--- config.mk ---
export PLATFORM = sky130hd
export DESIGN_NAME = bc_game_ctrl
export DESIGN_NICKNAME = d
export VERILOG_FILES = /design/src/rtl/bc_game_ctrl.sv
export SDC_FILE = /design/constraint.sdc
export NUM_CORES = 1
export LEC_CHECK = 0
export BUFFER_PORTS_ARGS = -buffer_cell sky130_fd_sc_hd__buf_2
export CAP_MARGIN = 20
export CELL_PAD_IN_SITES_DETAIL_PLACEMENT = 1
export CELL_PAD_IN_SITES_GLOBAL_PLACEMENT = 1
export CORE_MARGIN = 2
export CORE_UTILIZATION = 38
export CTS_CLUSTER_SIZE = 12
export DETAILED_ROUTE_END_ITERATION = 8
export HOLD_SLACK_MARGIN = 0.1
export PLACE_DENSITY_LB_ADDON = 0.1
export SYNTH_ARGS = -nofsm -noshare
export SYNTH_HDL_FRONTEND = slang
export SYNTH_SLANG_ARGS = --single-unit
--- constraint.sdc ---
create_clock -name clk -period 3.2 [get_ports clk]
set_input_delay 0.48 -clock clk [delete_from_list [all_inputs] [get_ports clk]]
set_output_delay 0.48 -clock clk [all_outputs]
set_load 0.01 [all_outputs]
--- src/rtl/bc_game_ctrl.sv ---
// bc_game_ctrl: game-level controller behind the bulls-and-cows scorer.
// Counts attempts, decides win/loss against MAX_TRIES and forwards each
// accepted score as a single-entry report on a valid/ready interface.
// Optional feature macro: BC_BEST_TRACK_EN (best winning attempt count).
//
// state | meaning
// IDLE  | waiting for start, results ignored
// PLAY  | game running, legal results accepted
// WON   | last accepted guess had 4 bulls
// LOST  | attempt limit reached without a win
module bc_game_ctrl #(
  parameter int MAX_TRIES = 10,
  parameter int TRY_W     = 4
) (
  input  logic             clk,
  input  logic             rst,
  input  logic             start,
  input  logic             res_valid,
  input  logic [2:0]       res_bulls,
  input  logic [2:0]       res_cows,
  output logic [1:0]       state_o,
  output logic [TRY_W-1:0] tries,
  output logic             game_won,
  output logic             game_lost,
  output logic             rep_valid,
  input  logic             rep_ready,
  output logic [2:0]       rep_bulls,
  output logic [2:0]       rep_cows,
  output logic [TRY_W-1:0] rep_try,
  output logic             err_score,
  output logic             err_overrun,
  output logic [TRY_W-1:0] best_tries
);

  localparam logic [1:0] S_IDLE = 2'd0;
  localparam logic [1:0] S_PLAY = 2'd1;
  localparam logic [1:0] S_WON  = 2'd2;
  localparam logic [1:0] S_LOST = 2'd3;

  localparam logic [TRY_W-1:0] TRY_LIMIT = TRY_W'(MAX_TRIES);
  localparam logic [TRY_W-1:0] TRY_ONE   = TRY_W'(1);

  logic [1:0]       state_q;
  logic [1:0]       state_d;
  logic [3:0]       score_sum;
  logic             legal;
  logic             in_play;
  logic             accept;
  logic             win_hit;
  logic [TRY_W-1:0] tries_inc;

  // Sum is widened so 4+4 cannot alias into a small legal value.
  assign score_sum = {1'b0, res_bulls} + {1'b0, res_cows};
  assign legal     = (res_bulls <= 3'd4) && (res_cows <= 3'd4) && (score_sum <= 4'd4);
  assign in_play   = (state_q == S_PLAY);
  assign accept    = in_play && res_valid && legal && !start;
  assign win_hit   = (res_bulls == 3'd4);
  assign tries_inc = tries + TRY_ONE;

  // State register.
  always_ff @(posedge clk) begin
    if (!rst) state_q <= S_IDLE;
    else      state_q <= state_d;
  end

  // Next-state logic; start overrides any simultaneous result.
  always_comb begin
    state_d = state_q;
    if (start) begin
      state_d = S_PLAY;
    end else if (accept) begin
      if (win_hit)                      state_d = S_WON;
      else if (tries_inc == TRY_LIMIT)  state_d = S_LOST;
    end
  end

  // State-derived outputs (decodes of the state register).
  always_comb begin
    state_o   = state_q;
    game_won  = 1'b0;
    game_lost = 1'b0;
    if (state_q == S_WON)  game_won  = 1'b1;
    if (state_q == S_LOST) game_lost = 1'b1;
  end

  // Attempt counter, report register and sticky error flags.
  always_ff @(posedge clk) begin
    if (!rst) begin
      tries       <= '0;
      rep_valid   <= 1'b0;
      rep_bulls   <= '0;
      rep_cows    <= '0;
      rep_try     <= '0;
      err_score   <= 1'b0;
      err_overrun <= 1'b0;
    end else if (start) begin
      tries       <= '0;
      rep_valid   <= 1'b0;
      err_score   <= 1'b0;
      err_overrun <= 1'b0;
    end else begin
      if (in_play && res_valid && !legal) err_score <= 1'b1;
      if (accept) begin
        tries     <= tries_inc;
        rep_bulls <= res_bulls;
        rep_cows  <= res_cows;
        rep_try   <= tries_inc;
        rep_valid <= 1'b1;
        if (rep_valid && !rep_ready) err_overrun <= 1'b1;
      end else if (rep_valid && rep_ready) begin
        rep_valid <= 1'b0;
      end
    end
  end

`ifdef BC_BEST_TRACK_EN
  // Fewest attempts of any won game; only reset restores the sentinel.
  always_ff @(posedge clk) begin
    if (!rst)
      best_tries <= '1;
    else if (accept && win_hit && (tries_inc < best_tries))
      best_tries <= tries_inc;
  end
`else
  assign best_tries = '0;
`endif

endmodule
==> impl_metrics.py <==
metrics = {
    "power": {
        "finalPower_uw": 447.1,
        "power.density_nw_per_um2": 365.0,
        "ir_worst_vdd_mv": 0.2804,
        "p_leak_nw": 0.5724,
    },
    "synthesis": {
        "synth_edf_count": 0,
        "synth_area_leaders": "dfxtp_1, a21oi_1, ha_1",
        "ys_warn_count": 0,
        "synth_cells": 118,
        "synth_cell_types": 41,
        "syn_area_per_cell_um2": 8.780,
        "synth-seq-cells": 19,
        "ys_async_sr_fraction_pct": 0,
        "synth_top_area_share_pct": 36.71,
        "synth_top_flop_cell": "dfxtp_1",
        "syn_area_um2": 1036,
        "yosysTopAreaCell": "dfxtp_1",
        "yosysSeqAreaShare_pct": 36.71,
    },
    "route": {
        "finalWirelength_mm": 2.519,
        "drt-initial-drc-count": 12,
        "drt-vias-per-instance": 5.274,
        "drc": 0,
        "num_vias": 944,
        "firstDrtPassIters": 4,
        "drt-wirelength-per-cell_um": 14.07,
        "final_antenna_net_count": 0,
    },
    "cts": {
        "cts.sinks": 19,
        "cts_resized": 0,
        "ctsHoldBuffers": 0,
        "cts_max_level": 1,
        "clock_path_buffers": 2,
        "clock_latency_ns": 0.30,
        "clk_pin_slew_worst_paths_ns": 0.11,
        "cts_setup_buffers": 0,
        "numCtsBuffers": 3,
        "cts_tree": "built",
        "clockRootBuffer": "clkbuf_4",
    },
    "worst_setup_path": {
        "worstSetupEndpointType": "flop",
        "path_max_fanout": 16,
        "path_cells": "buf_2 > ha_1 > inv_1 > fa_1 > nor2b_1 > o22ai_1 > buf_4 > or4_1 > a21oi_1",
        "critPathRequiredTime_ns": 3.43,
        "crit_arrival_ns": 2.45,
        "worst_path_max_delay_cell": "or4_1",
        "r2r_slack_ns": 1.55,
        "critPathLaunchType": "input pin",
        "cpPeakStageDelay_ns": 0.50,
        "criticalPathCategory": "input pin to flop",
    },
    "floorplanning": {
        "floorplan.initialDensity_pct": 41.07,
        "core_area_um2": 2522,
        "ios": 36,
        "die_area_um2": 3160,
        "die-width_um": 56.22,
        "die-height_um": 56.22,
        "rows": 18,
    },
    "sta": {
        "fmax_mhz": 451.2,
        "fin_crit_sh_pct": 69.26,
        "setup_viol": 0,
        "hold_viol": 0,
        "setup_tns_ns": 0,
        "rsz0062_at_grt": "false",
        "fin_crit_ns": 2.216,
        "whs_ns": 0.4477,
        "finClkSkew_ns": 0.008524,
        "setup_slack_ns": 0.9838,
        "drv_slew": 0,
    },
    "job": {
        "maxCapViolCount": 0,
    },
    "global_route": {
        "grt_usage_pct": 16.71,
        "grt-ovfl-total": 0,
        "grt_first_pass_wirelength_mm": 4.271,
        "grt_pass1_vias": 951,
        "grt_antenna_before_repair": 0,
        "grt_max_degree": 17,
    },
    "layout": {
        "stdcell_area_um2": 1225,
        "antennaDiodeCount": 0,
        "stdcell_count": 179,
        "final_util_pct": 48.56,
        "fin_nets": 167,
        "drive_gt1_share_pct": 27.52,
        "area_delta_synth_final_pct": 18.24,
    },
    "worst_hold_path": {
        "hp-class": "input pin to flop",
    },
    "placement": {
        "dp_slack_ns": 0.6818,
        "port_buffers": 31,
        "dpl_cell_area_um2": 1197,
        "placed_cells": 175,
        "place_hpwl_mm": 1.936,
        "gp_congestion": 0.7321,
    },
    "status": {
        "status": "finished, final reports clean",
    },
}
worst paths after layout:
check / from / to / depth (start not counted)
setup / recovery: res_bulls[0] / tries[3] / 9
hold / removal: rst / rep_try[1] / 2
setup reg to reg: state_o[1] / tries[3] / 4
hold reg to reg: err_score / err_score / 1
where the power goes:
part           total, mW  internal (mW)  switching [mW]
Sequential         0.242          0.239         0.00225
Combinational     0.0859         0.0281          0.0578
Clock              0.119         0.0465          0.0730
Total              0.447          0.314           0.133
cells in the mapped netlist, drive strengths merged (2+ instances only):
master,number
o21a,2
nor3,5
ha,5
and2,2
nand2,3
buf,8
nor2,4
a21oi,14
o211a,2
inv,9
o21ai,10
a31oi,2
dfxtp,19
nor2b,2
nand3,8
xor2,2
layout make-up:
class,count,area (um2)
fill,325,1297
multi-input combinational,84,579.3
sequential,19,380.4
timing repair buffer,32,162.7
inverter,10,37.54
tap,30,37.54
clock buffer,3,22.52
clock inverter,1,5.005
cell usage in the layout (no fill, tap or decap), types with 2 or more instances in the layout:
cell,n
nor2b_1,2
o21ai_0,7
nand2_1,3
clkbuf_4,3
a21oi_1,14
nor2_1,4
ha_1,5
and2_1,2
conb_1,4
o211a_1,2
nand3_1,8
inv_1,9
xor2_1,2
a31oi_1,2
nor3_1,5
dfxtp_1,19
o21a_1,2
buf_2,31
logic make-up after synthesis:
group,Yosys count,share of synthesized area (%)
other,1,0.3620
AND/OR/NAND/NOR,34,20.77
XOR/XNOR,3,2.537
flip-flops,19,36.71
adder cells (fa/ha/maj),6,7.971
buffers and inverters,18,8.454
AO/OA/AOI/OAI,37,23.19
registers in the layout (all words and copies together), names as in the netlist:
register / flops
rep_valid: 1
err_overrun: 1
err_score: 1
tries: 4
state_o: 2
rep_bulls: 3
rep_try: 4
rep_cows: 3
critical path, delay by kind of cell:
| family | cells | cell delay, ns |
|---|---|---|
| AND/OR/NAND/NOR | 2 | 0.66 |
| adder cells (fa/ha/maj) | 2 | 0.64 |
| buffers and inverters | 3 | 0.40 |
| AO/OA/AOI/OAI | 2 | 0.27 |
per-layer routing:
| layer | vias to the layer above | part of all wire [%] | global-route usage [%] |
|---|---|---|---|
| li1 | 482 | - | - |
| met1 | 440 | 46 | 20.93 |
| met2 | 20 | 49 | 28.74 |
| met3 | 2 | 4.5 | 4.651 |
| met4 | 0 | 0.60 | 3.061 |
| met5 | - | 0 | 0 |
(Power assumes the default switching activity.)
